===== src/rtl/trap_sequencer.sv =====
// Machine-mode interrupt entry / mret return sequencer for the 5-stage pipeline.
// Issues a one-cycle flush/redirect plus CSR commit strobe, then blocks new events for GAP cycles.
module trap_sequencer #(
    parameter int DW  = 32,
    parameter int GAP = 2
) (
    input  logic          clk,
    input  logic          rst,
    input  logic          inst_valid_e,
    input  logic [DW-1:0] pc_e,
    input  logic          inst_valid_m,
    input  logic          is_mret_m,
    input  logic          timer_irq,
    input  logic          ext_irq,
    input  logic          mie_global,
    input  logic          mie_mtie,
    input  logic          mie_meie,
    input  logic [DW-1:0] mtvec,
    input  logic [DW-1:0] mepc,
    output logic          flush,
    output logic          pc_redirect,
    output logic [DW-1:0] pc_target,
    output logic          trap_taken,
    output logic [DW-1:0] trap_mepc,
    output logic [DW-1:0] trap_mcause,
    output logic          mret_taken,
    output logic          busy
);

    typedef enum logic [1:0] {
        IDLE   = 2'd0,
        ENTER  = 2'd1,
        RETURN = 2'd2,
        WAIT   = 2'd3
    } state_t;

    localparam logic [DW-1:0] ALIGN_MASK = {{(DW-2){1'b1}}, 2'b00};

    state_t        state;
    state_t        state_nxt;
    logic [3:0]    cnt;
    logic [3:0]    cnt_nxt;
    logic          latch_mret;
    logic          latch_trap;
    logic          irq_ok;
    logic          ext_sel;
    logic [DW-1:0] code;
    logic [DW-1:0] base;
    logic [DW-1:0] vec_target;

    assign irq_ok  = mie_global & ((ext_irq & mie_meie) | (timer_irq & mie_mtie));
    assign ext_sel = ext_irq & mie_meie;
    assign code    = ext_sel ? DW'(11) : DW'(7);
    assign base    = mtvec & ALIGN_MASK;
    // Vectored mode: each cause gets its own 4-byte slot above the base.
    assign vec_target = (mtvec[1:0] == 2'b01) ? base + (code << 2) : base;

    always_comb begin
        state_nxt   = state;
        cnt_nxt     = cnt;
        latch_mret  = 1'b0;
        latch_trap  = 1'b0;
        flush       = 1'b0;
        pc_redirect = 1'b0;
        trap_taken  = 1'b0;
        mret_taken  = 1'b0;
        busy        = (state != IDLE);
        case (state)
            IDLE: begin
                // mret outranks an interrupt; the interrupt is retried after WAIT.
                if (inst_valid_m && is_mret_m) begin
                    latch_mret = 1'b1;
                    state_nxt  = RETURN;
                end else if (irq_ok && inst_valid_e) begin
                    latch_trap = 1'b1;
                    state_nxt  = ENTER;
                end
            end
            ENTER: begin
                trap_taken  = 1'b1;
                flush       = 1'b1;
                pc_redirect = 1'b1;
                state_nxt   = WAIT;
                cnt_nxt     = 4'(GAP - 1);
            end
            RETURN: begin
                mret_taken  = 1'b1;
                flush       = 1'b1;
                pc_redirect = 1'b1;
                state_nxt   = WAIT;
                cnt_nxt     = 4'(GAP - 1);
            end
            WAIT: begin
                if (cnt == 4'd0) begin
                    state_nxt = IDLE;
                end else begin
                    cnt_nxt = cnt - 4'd1;
                end
            end
            default: state_nxt = IDLE;
        endcase
    end

    always_ff @(posedge clk) begin
        if (rst) begin
            state       <= IDLE;
            cnt         <= 4'd0;
            pc_target   <= '0;
            trap_mepc   <= '0;
            trap_mcause <= '0;
        end else begin
            state <= state_nxt;
            cnt   <= cnt_nxt;
            if (latch_mret) begin
                pc_target <= mepc & ALIGN_MASK;
            end else if (latch_trap) begin
                pc_target   <= vec_target;
                trap_mepc   <= pc_e;
                trap_mcause <= {1'b1, code[DW-2:0]};
            end
        end
    end

endmodule


===== config.mk =====
export PLATFORM = sky130hd
export DESIGN_NAME = trap_sequencer
export DESIGN_NICKNAME = d
export VERILOG_FILES = /design/src/rtl/trap_sequencer.sv
export SDC_FILE = /design/constraint.sdc
export NUM_CORES = 1
export LEC_CHECK = 0
export BUFFER_PORTS_ARGS = -buffer_cell sky130_fd_sc_hd__clkbuf_2
export CAP_MARGIN = 20
export CORE_ASPECT_RATIO = 0.9
export CORE_MARGIN = 4
export CORE_UTILIZATION = 25
export CTS_BUF_LIST = sky130_fd_sc_hd__clkbuf_16
export DETAILED_ROUTE_END_ITERATION = 8
export PLACE_DENSITY = 0.6
export SETUP_SLACK_MARGIN = 0.02
export SLEW_MARGIN = 20
export SYNTH_ARGS = -nofsm -noshare
export SYNTH_HDL_FRONTEND = slang
export SYNTH_SLANG_ARGS = --single-unit
export TNS_END_PERCENT = 50

===== constraint.sdc =====
create_clock -name clk -period 2.3 [get_ports clk]
set_input_delay 0.115 -clock clk [delete_from_list [all_inputs] [get_ports clk]]
set_output_delay 0.115 -clock clk [all_outputs]
set_load 0.1 [all_outputs]

======== Word level (Yosys, flattened, before mapping) ========
Index checks and enable logic that the tools add are counted.
word-level totals
  bits in registers ....................... 102
  input bits .............................. 106
  output and inout port bits .............. 101
cells by class
  $add $sub $neg .......................... 2
  equal/unequal tests ..................... 7
  multiplexer cells ....................... 18
  bitwise operators ....................... 5
  reductions and logical operators ........ 12
operators by type and width
  operator               number
  $mux W32               3
  $add A32 B6 Y32        1
  $mux W1                8
  $mux W4                2
  $pmux W4 S2            1
  $mux W2                3
  $pmux W2 S3            1
  $reduce_and A2 Y1      3
  $reduce_bool A2 Y1     3
  $eq A2 B1 Y1 const B   2
  $eq A2 B2 Y1 const B   2
  $logic_not A4 Y1       1
  $ne A2 B2 Y1 const B   2
  $reduce_or A2 Y1       2
  $sub A4 B1 Y4 const B  1
  $and A1 B1 Y1          3
  $ne A3 B3 Y1 const B   1
  $logic_and A1 B1 Y1    2
  $logic_not A2 Y1       1
  $not A1 Y1             1
  $or A1 B1 Y1           1

======== Depth between registers and ports, before layout ========
Gate-level depths: netlist (run 1).
  depth after elaboration ................. 9
  mapped depth ............................ 9
  depth with buffers taken out ............ 7

======== Least setup slack after synthesis (run 1) ========
Ideal clock, no wire load.
  kind .................................... reg-to-reg
  from .................................... register state[0]
  to ...................................... register pc_target[14]
  library setup time ...................... 122 ps
  data arrival time ....................... 1936 ps
  required time ........................... 2178 ps
  path slack .............................. 242 ps
  cell stages (with the launch flop) ...... 8
  path buffers ............................ 1
  path through ............................ dfxtp_1 -> inv_1 -> ha_1 -> buf_2 -> inv_2 -> nor2_1 -> a22o_1 -> a221o_1
between the ends
  word-level cells in the longest chain between the ends .. 3
  elaborated cells between the ends (all ways) .. 5
RTL lines
  what                                                   line  source
  start, declared                                        39    state_t state;
  start signal, assigned                                 112   state <= state_nxt;
  $logic_not A2 Y1 (*)                                   68    case (state)
  $mux W1                                                68
  $mux W32 / $reduce_bool A2 Y1 (equally long branches)  -
  end signal, assigned                                   115   pc_target <= mepc & ALIGN_MASK;
  end signal, assigned                                   117   pc_target <= vec_target;
  end, declared                                          22    output logic [DW-1:0] pc_target,
Mark *: on every way between the ends. The rest lies on a longest branch, timed or not.
A chain may end at the register's enable or synchronous reset.

======== Final worst setup path (run 1) ========
  from .................................... register state[0]
  to ...................................... register pc_target[31]
Same word-level chain as after synthesis.

==> results of run 1 <==
[worst max-delay path: stages, from the launching register on]
cell	delay (ns)
dfxtp_1	0.34
inv_1	0.12
ha_1	0.26
a21boi_1	0.24
and3_2	0.41
nand2_1	0.25
a211o_1	0.33
o221ai_1	0.06
[final timing paths]
check,from,end
min,pc_e[16],trap_mepc[16]
min reg2reg,trap_mepc[14],trap_mepc[14]
max reg2reg,state[0],pc_target[31]
max,state[0],pc_target[31]
[cells in the final DEF (no fill, tap or decap), types with 18 or more instances in the layout]
cell type and count:
dfxtp_1 71, dlygate4sd3_1 30, conb_1 29, a21oi_1 52, nor2_1 18, nand2_1 81
clkbuf_2 175, a22oi_1 25, inv_1 19
[final cells by class]
type | count | area [um^2]
fill | 1672 | 10100
inverter | 21 | 78.8
clock inverter | 7 | 55.1
timing repair buffer | 215 | 1260
tap | 202 | 253
sequential | 71 | 1420
multi-input combinational | 369 | 2220
clock buffer | 9 | 225
[power by group through the flow]
| stage | Clock, mW | Sequential [mW] | Combinational [mW] |
|---|---|---|---|
| 5_1_grt | 1.45 | 1.47 | 2.80 |
| 3_3_place_gp | 0 | 1.47 | 2.61 |
| 3_5_place_dp | 0 | 1.47 | 2.62 |
| 4_1_cts | 1.40 | 1.45 | 2.66 |
| 2_1_floorplan | 0 | 2.25 | 1.42 |
| 6_report | 1.35 | 1.45 | 2.65 |
[state kept, by name, summed over array words and instances, names as in the netlist]
signal / cells
trap_mepc: 32
pc_target: 30
cnt: 4
trap_mcause: 3
state: 2
[cells by family after synthesis]
kind of cell | Yosys count
buf+inv | 85
other cells | 1
mux | 5
compound gates | 142
flops | 71
fa+ha+maj | 7
simple gates | 171
xor+xnor | 15
[per-layer routing]
layer | track usage | wire, um
met1 | 0.192 | 6110
met5 | 0 | 0
met4 | 0.0406 | 210
met3 | 0.0515 | 1150
met2 | 0.233 | 6440
[repair_timing]
| item | CTS | global route |
|---|---|---|
| hold buffers | 30 | 0 |
| endpoints found under the hold margin | 30 | 0 |
| gates resized for setup | 0 | 0 |
| buffers inserted | 0 | 0 |
==> results.ini, run 1 <==
[outcome]
status=complete, no violations

[route]
firstDrtPassIters=4
drt-initial-drc-count=211
via_per_inst=4.68
finalWirelength_um=13900
antenna_left=0
wl_per_cell_um=15.6
drc=0
vias=4187

[synthesis]
synth_edf_count=0
yosys.area.top_type_share=0.354
synthAdderAreaFrac=0.0218
synth_largest_area_cell=dfxtp_1
synth_top_family_by_area=compound AO/OA/AOI/OAI gates
ys_warn_count=0
yosys-top-cells-count=nand2_1 (81), dfxtp_1 (71), a21oi_1 (52), buf_4 (34), a22oi_1 (25)
synth-compound-area-share=0.239
seq_area_frac_synth=0.354
synthTopCellsByArea=dfxtp_1 (35%), nand2_1 (7.6%), a21oi_1 (6.5%)
ys_async_sr_fraction=0
postSynthCellCount=497
synth-seq-cells=71
avgSynthCellArea_um2=8.08
muxShareOfSynthArea=0.0125
synth_xor_area_frac=0.0327
synth.most_common_cell=nand2_1
synth_area_um2=4010
synth-simple-area-share=0.219
synth_ff_type=dfxtp_1
ys_types=57

[grt]
overflow=0
grt_antenna_before_repair=0
grt_usage=0.148
grt_pass1_vias=3870
grt_pass1_wl_um=20900
grt_max_degree=50

[sta]
setup_viol=0
rsz0062_at_grt=false
finalCritPeriodShare=0.911
hold_viol_final=0
setup_tns_ns=0
worst_slack_ns=0.204
slew_viol_final=0
fmax_ghz=0.477
whs_ns=0.0129
fin_crit_ns=2.10
clock_skew_ns=0.00732
relSlewSlack=0.539
worst_pin_slew_ns=0.692

[layout]
antenna_cells=0
drive_above_1_share=0.321
utilization=0.354
nets=800
design_area_um2=5520
stdcell_count=894
area_growth_pct=37.5

[pwr]
leakage_nw=2.36
vdd_drop_max_uv=1480
comb_power_share=0.486
cellPowerDensity_nw_per_um2=986
p_clk_frac=0.248
internal-power_mw=2.64
p_seq_frac=0.266
p_sw_frac=0.515
netSwitchingPower_mw=2.80
total_power_mw=5.44

[critical_path]
critPathKind=flop to flop
critPathRequiredTime_ns=2.57
endpoint_kind=flop
crit_fanout=14
reg2reg_depth=7
cp.arrival_ns=2.36
start_kind=flop
r2r_setup_slack_ns=0.20

[place]
numPortBuffers=175
dp.cells=848
dpl.hpwl_um=10300
pre_cts_slack_ns=0.216
gp_congestion=0.832
dpl-instance-area_um2=4940

[die]
initial_core_util=0.257
dieArea_um2=18100
pin_count=207
die_y_um=128
core_um2=15600
die_w_um=142
rows=43

[clock_tree]
tritoncts=yes
path_clk_slew_ns=0.06
cts-buffers-inserted=9
clock_sinks=71
clockRootBuffer=clkbuf_16
htreeDepth=3
clock_path_buffers=2
clk_latency_ns=0.34

[min_path]
whs_path_depth=3
min_path_type=input pin to flop

[run]
cap_violations=0

No activity file was read; power rests on OpenSTA's default activity.
==> run 2: changes to the inputs <==
--- a/config.mk
+++ b/config.mk
@@ -5,7 +5,7 @@
 export SDC_FILE = /design/constraint.sdc
 export NUM_CORES = 1
 export LEC_CHECK = 0
-export BUFFER_PORTS_ARGS = -buffer_cell sky130_fd_sc_hd__clkbuf_2
+export BUFFER_PORTS_ARGS = -buffer_cell sky130_fd_sc_hd__buf_2
 export CAP_MARGIN = 20
 export CORE_ASPECT_RATIO = 0.9
 export CORE_MARGIN = 4
==> results.ini, run 2 (synthesized netlist as in run 1, its figures left out) <==
[clock_tree]
clock_sinks=71  ; unchanged
cts_resized=0  ; unchanged
cts-buffers-inserted=9  ; unchanged
tritoncts=yes  ; unchanged
clockRootBuffer=clkbuf_16  ; unchanged
path_clk_slew_ns=0.06  ; about the same
postCtsSetupRepairBufs=0  ; unchanged
htreeDepth=3  ; unchanged
clk_latency_ns=0.33  ; was 0.34 ns
clock_path_buffers=2  ; unchanged

[sta]
fmax_ghz=0.498  ; was 0.477 GHz
clock_skew_ns=0.00730  ; was 0.00732 ns
finalCritPeriodShare=0.872  ; was 0.911
slew_viol_final=0  ; unchanged
worst_pin_slew_ns=0.827  ; was 0.692 ns
fin_crit_ns=2.01  ; was 2.10 ns
relSlewSlack=0.448  ; was 0.539
setup_viol=0  ; unchanged
setup_tns_ns=0  ; unchanged
hold_viol_final=0  ; unchanged
rsz0062_at_grt=false  ; unchanged

[pwr]
cellPowerDensity_nw_per_um2=1030  ; was 986 nW/um^2
vdd_drop_max_uv=853  ; was 1480 uV
leakage_nw=2.35  ; was 2.36 nW

[route]
via_per_inst=4.65  ; was 4.68
antenna_left=0  ; unchanged
vias=4098  ; was 4187
wl_per_cell_um=15.4  ; was 15.6 um
drt-initial-drc-count=186  ; was 211
finalWirelength_um=13600  ; was 13900 um
drc=0  ; unchanged
firstDrtPassIters=4  ; unchanged

[die]
core_um2=15600  ; unchanged
die_y_um=128  ; unchanged
dieArea_um2=18100  ; unchanged
die_w_um=142  ; unchanged
pin_count=207  ; unchanged
rows=43  ; unchanged
initial_core_util=0.257  ; unchanged

[layout]
final_common_cell=buf_2  ; was clkbuf_2
largest_register_ffs=32  ; unchanged
multi_input_area_um2=2220  ; unchanged
reg_top3=trap_mepc: 32 flops, pc_target: 30 flops, cnt: 4 flops  ; unchanged
utilization=0.347  ; was 0.354
mostFrequentLayoutCells=buf_2 (175), nand2_1 (81), dfxtp_1 (71)  ; was clkbuf_2 (175), nand2_1 (81), dfxtp_1 (71)
stdcell_count=881  ; was 894
nets=787  ; was 800
design_area_um2=5420  ; was 5520 um^2
drive_above_1_share=0.327  ; was 0.321
seq_area_um2=1420  ; unchanged
antenna_cells=0  ; unchanged
regMostFlops=trap_mepc  ; unchanged
area_growth_pct=34.9  ; was 37.5%
num-fill-cells=1682  ; was 1672

[critical_path]
cp.arrival_ns=2.26  ; was 2.36 ns
critPathKind=flop to flop  ; unchanged
crit_slowest_cell=and3_2  ; unchanged
critPathRequiredTime_ns=2.56  ; was 2.57 ns
critPathBufInv=1  ; unchanged
crit_fanout=14  ; unchanged
reg2reg_depth=7  ; unchanged
crit_chain=inv_1 -> ha_1 -> a21boi_1 -> and3_2 -> nand2_1 -> a211o_1 -> o221ai_1  ; unchanged
cp_slowest_stage_delay_ns=0.41  ; about the same
critical_path.top_delay_family=simple AND/OR/NAND/NOR gates  ; unchanged
start_kind=flop  ; unchanged
endpoint_kind=flop  ; unchanged
path_depth=7  ; unchanged

[grt]
grt_antenna_before_repair=0  ; unchanged
grt_pass1_vias=3818  ; was 3870
grt_pass1_wl_um=20800  ; was 20900 um
grt_max_degree=39  ; was 50
overflow=0  ; unchanged
grt_usage=0.145  ; was 0.148

[min_path]
min_path_type=input pin to flop  ; unchanged
whs_path_depth=3  ; unchanged

[run]
cap_violations=0  ; unchanged

[place]
dpl-instance-area_um2=4930  ; was 4940 um^2
dpl.hpwl_um=10300  ; about the same
dp.cells=849  ; was 848
gp_congestion=0.814  ; was 0.832
numPortBuffers=175  ; unchanged

[outcome]
status=complete, no violations  ; unchanged

## run 2: cell types whose count changed in the layout (fill, tap and decap cells not counted), sizes merged
| cell | previous run | this run |
|---|---|---|
| buf | 10 | 186 |
| bufinv | 0 | 2 |
| clkbuf | 184 | 9 |
| dlygate4sd3 | 30 | 16 |
| inv | 24 | 22 |
## run 2: per-layer routing
layer,track usage,up-vias,wire [um],part of all wire
li1,-,2082,-,-
met1,0.193,1868,5960,0.44
met2,0.227,135,6310,0.46
met3,0.0515,13,1180,0.087
met4,0.0344,0,144,0.011
met5,0,-,0,0
## run 2: what timing repair did
item	4_1_cts	5_1_grt
setup endpoints to repair	0	0
endpoints found under the hold margin	16	0
hold buffers	16	0
## run 2: power by group
part	switching (mW)	internal (mW)
Combinational	2.11	0.506
Clock	0.566	0.951
Sequential	0.0741	1.37
## run 2: area by class of cell
cell class                 count  area share
timing repair buffer         202       0.207
sequential                    71       0.262
inverter                      21      0.0146
multi-input combinational    369       0.410
clock buffer                   9      0.0416
tap                          202      0.0467
clock inverter                 7      0.0178
## run 2: final timing paths
check	from	to	slack [ns]
min	pc_e[20]	trap_mepc[20]	0.02
min reg2reg	trap_mepc[15]	trap_mepc[15]	0.45
max reg2reg	state[0]	pc_target[31]	0.29
max	state[0]	pc_target[31]	0.29
## run 2: stage by stage
step	total power [mW]	hold WS (ns)	worst slack (ns)
after CTS	5.64	0.000723	0.305
after floorplan	3.67	0.251	0.242
after global routing	5.86	0.0113	0.156
after global placement	4.06	0.358	0.343
after detailed placement	4.07	0.362	0.313
final	5.58	0.0188	0.294
## run 2: worst min-delay path: stages
cell and delay [ns]:
buf_2 0.09, nand2_1 0.05, a21oi_1 0.05
==> run 3: changes to the inputs <==
--- a/config.mk
+++ b/config.mk
@@ -5,6 +5,7 @@
 export SDC_FILE = /design/constraint.sdc
 export NUM_CORES = 1
 export LEC_CHECK = 0
+export ABC_AREA = 1
 export BUFFER_PORTS_ARGS = -buffer_cell sky130_fd_sc_hd__buf_2
 export CAP_MARGIN = 20
 export CORE_ASPECT_RATIO = 0.9
==> results.ini, run 3 <==
[pwr]
vdd_drop_max_uv=412  ; was 853 uV
leakage_nw=2.64  ; was 2.35 nW
cellPowerDensity_nw_per_um2=1040  ; was 1030 nW/um^2

[critical_path]
critPathKind=flop to flop  ; unchanged
start_kind=flop  ; unchanged
r2r_setup_slack_ns=0.33  ; was 0.29 ns
r2r_start=state[1]  ; was state[0]
cp.arrival_ns=2.17  ; was 2.26 ns
endpoint_kind=flop  ; unchanged
crit_fanout=23  ; was 14
critPathRequiredTime_ns=2.50  ; was 2.56 ns
reg2reg_depth=11  ; was 7
regToRegEndpoint=pc_target[29]  ; was pc_target[31]

[layout]
reg_top3=trap_mepc: 32 flops, pc_target: 30 flops, cnt: 4 flops  ; unchanged
antenna_cells=0  ; unchanged
mostFrequentLayoutCells=buf_2 (175), nand2_1 (119), nor2_1 (108)  ; was buf_2 (175), nand2_1 (81), dfxtp_1 (71)
stdcell_count=1000  ; was 881
design_area_um2=5430  ; was 5420 um^2
largest_register_ffs=32  ; unchanged
final_common_cell=buf_2  ; unchanged
num-fill-cells=1840  ; was 1682
area_growth_pct=29.9  ; was 34.9%
regMostFlops=trap_mepc  ; unchanged
drive_above_1_share=0.282  ; was 0.327
nets=902  ; was 787

[die]
initial_core_util=0.257  ; about the same
die_w_um=144  ; was 142 um
pin_count=207  ; unchanged
dieArea_um2=18900  ; was 18100 um^2
core_um2=16300  ; was 15600 um^2
rows=44  ; was 43
die_y_um=131  ; was 128 um

[synthesis]
synth_edf_count=0  ; unchanged
ys_warn_count=0  ; unchanged
ys_types=38  ; was 57
synth.most_common_cell=nand2_1  ; unchanged
synthTopCellsByArea=dfxtp_1 (34%), nand2_1 (11%), nor2_1 (9.7%)  ; was dfxtp_1 (35%), nand2_1 (7.6%), a21oi_1 (6.5%)
yosys.area.top_type_share=0.340  ; was 0.354
synth_ff_type=dfxtp_1  ; unchanged
avgSynthCellArea_um2=6.74  ; was 8.08 um^2
ys_async_sr_fraction=0  ; unchanged
synth_area_um2=4180  ; was 4010 um^2
synth_largest_area_cell=dfxtp_1  ; unchanged
synth-seq-cells=71  ; unchanged
yosys-top-cells-count=nand2_1 (119), nor2_1 (108), dfxtp_1 (71), inv_1 (64), o21ai_0 (46)  ; was nand2_1 (81), dfxtp_1 (71), a21oi_1 (52), buf_4 (34), a22oi_1 (25)
postSynthCellCount=621  ; was 497
seq_area_frac_synth=0.340  ; was 0.354

[grt]
grt_antenna_before_repair=1  ; was 0
grt_usage=0.141  ; was 0.145
grt_max_degree=37  ; was 39
overflow=0  ; unchanged
grt_pass1_wl_um=20700  ; was 20800 um
grt_pass1_vias=4009  ; was 3818

[place]
numPortBuffers=175  ; unchanged
dp.cells=985  ; was 849
dpl-instance-area_um2=5130  ; was 4930 um^2
dpl.hpwl_um=10800  ; was 10300 um
gp_congestion=0.888  ; was 0.814

[clock_tree]
clockRootBuffer=clkbuf_16  ; unchanged
clock_path_buffers=2  ; unchanged
holdBufCountCts=0  ; was 16
postCtsSetupRepairBufs=0  ; unchanged
cts-buffers-inserted=9  ; unchanged
clk_latency_ns=0.34  ; was 0.33 ns
path_clk_slew_ns=0.06  ; about the same
htreeDepth=3  ; unchanged
clock_sinks=71  ; unchanged
tritoncts=yes  ; unchanged
cts_resized=0  ; unchanged

[min_path]
hold-path-endpoint=trap_mepc[24]  ; was trap_mepc[20]
worstHoldStart=pc_e[24]  ; was pc_e[20]
whs_path_depth=3  ; unchanged
min_path_type=input pin to flop  ; unchanged

[outcome]
status=complete, no violations  ; unchanged

[sta]
fin_crit_ns=1.97  ; was 2.01 ns
worst_pin_slew_ns=0.513  ; was 0.827 ns
rsz0062_at_grt=false  ; unchanged
setup_tns_ns=0  ; unchanged
hold_viol_final=0  ; unchanged
setup_viol=0  ; unchanged
slew_viol_final=0  ; unchanged
clock_skew_ns=0.00502  ; was 0.00730 ns
relSlewSlack=0.661  ; was 0.448
finalCritPeriodShare=0.856  ; was 0.872
fmax_ghz=0.508  ; was 0.498 GHz

[route]
drc=0  ; unchanged
drt-met1-wl_um=6340  ; was 5960 um
vias=4313  ; was 4098
finalWirelength_um=13600  ; unchanged
via_per_inst=4.31  ; was 4.65
top_layer=met5  ; was met4
wl_per_cell_um=13.6  ; was 15.4 um
firstDrtPassIters=4  ; unchanged
wl_met3_um=871  ; was 1180 um
wl_met2_um=6180  ; was 6310 um
antenna_left=0  ; unchanged
drt-initial-drc-count=179  ; was 186

[run]
cap_violations=0  ; unchanged

run 3: worst max-delay path by stage:
stage | startpoint | to | cells past startpoint
4_1_cts | state[1] | pc_target[29] | 11
3_3_place_gp | state[0] | pc_target[29] | 11
3_5_place_dp | state[1] | pc_target[29] | 11
6_report | state[1] | pc_target[29] | 11
5_1_grt | state[1] | pc_target[13] | 9
2_1_floorplan | state[0] | pc_target[16] | 12
run 3: final cells by class:
type / count / area [um^2] / share of cell area
multi-input combinational: 455 / 2240 / 0.411
sequential: 71 / 1420 / 0.262
timing repair buffer: 187 / 966 / 0.178
tap: 207 / 259 / 0.0477
inverter: 65 / 248 / 0.0456
clock buffer: 9 / 225 / 0.0414
clock inverter: 6 / 78.8 / 0.0145
run 3: report_power, final:
| part | switching, mW | total (mW) | internal, mW |
|---|---|---|---|
| Sequential | 0.0773 | 1.47 | 1.39 |
| Clock | 0.529 | 1.46 | 0.931 |
| Combinational | 2.26 | 2.73 | 0.478 |
| Total | 2.86 | 5.66 | 2.80 |
run 3: routing by layer:
layer,global-route usage,vias to the layer above
met1,0.191,1894
met5,0,-
li1,-,2277
met2,0.218,126
met4,0.0439,2
met3,0.0389,14
run 3: cells by family (layout without fill, tap and decap cells):
logic type	Yosys count	after routing	synth area share
simple gates	302	302	0.321
buf+inv	123	267	0.151
compound gates	110	110	0.152
flops	71	71	0.340
fa+ha+maj	7	7	0.0209
xor+xnor	7	7	0.0147
other cells	1	29	0.000896
run 3: critical path, stage by stage, from the launching register on:
cell and delay, ns:
dfxtp_1 0.32, inv_1 0.13, ha_1 0.21, clkinvlp_4 0.12
nor2_1 0.15, nand4_1 0.20, inv_2 0.15, nor2_4 0.04
buf_4 0.22, a22o_1 0.20, inv_1 0.06, a21oi_1 0.05
run 3: through the flow:
step | setup slack (ns) | utilization | power [mW] | hold slack [ns]
finish | 0.330 | 0.333 | 5.66 | 0.0255
global route | 0.0884 | 0.333 | 5.95 | 0.0229
CTS | 0.290 | 0.333 | 5.73 | 0.0137
detailed placement | 0.307 | 0.315 | 4.24 | 0.372
global placement | 0.348 | 0.315 | 4.23 | 0.365
floorplan | 0.00492 | - | 3.85 | 0.278
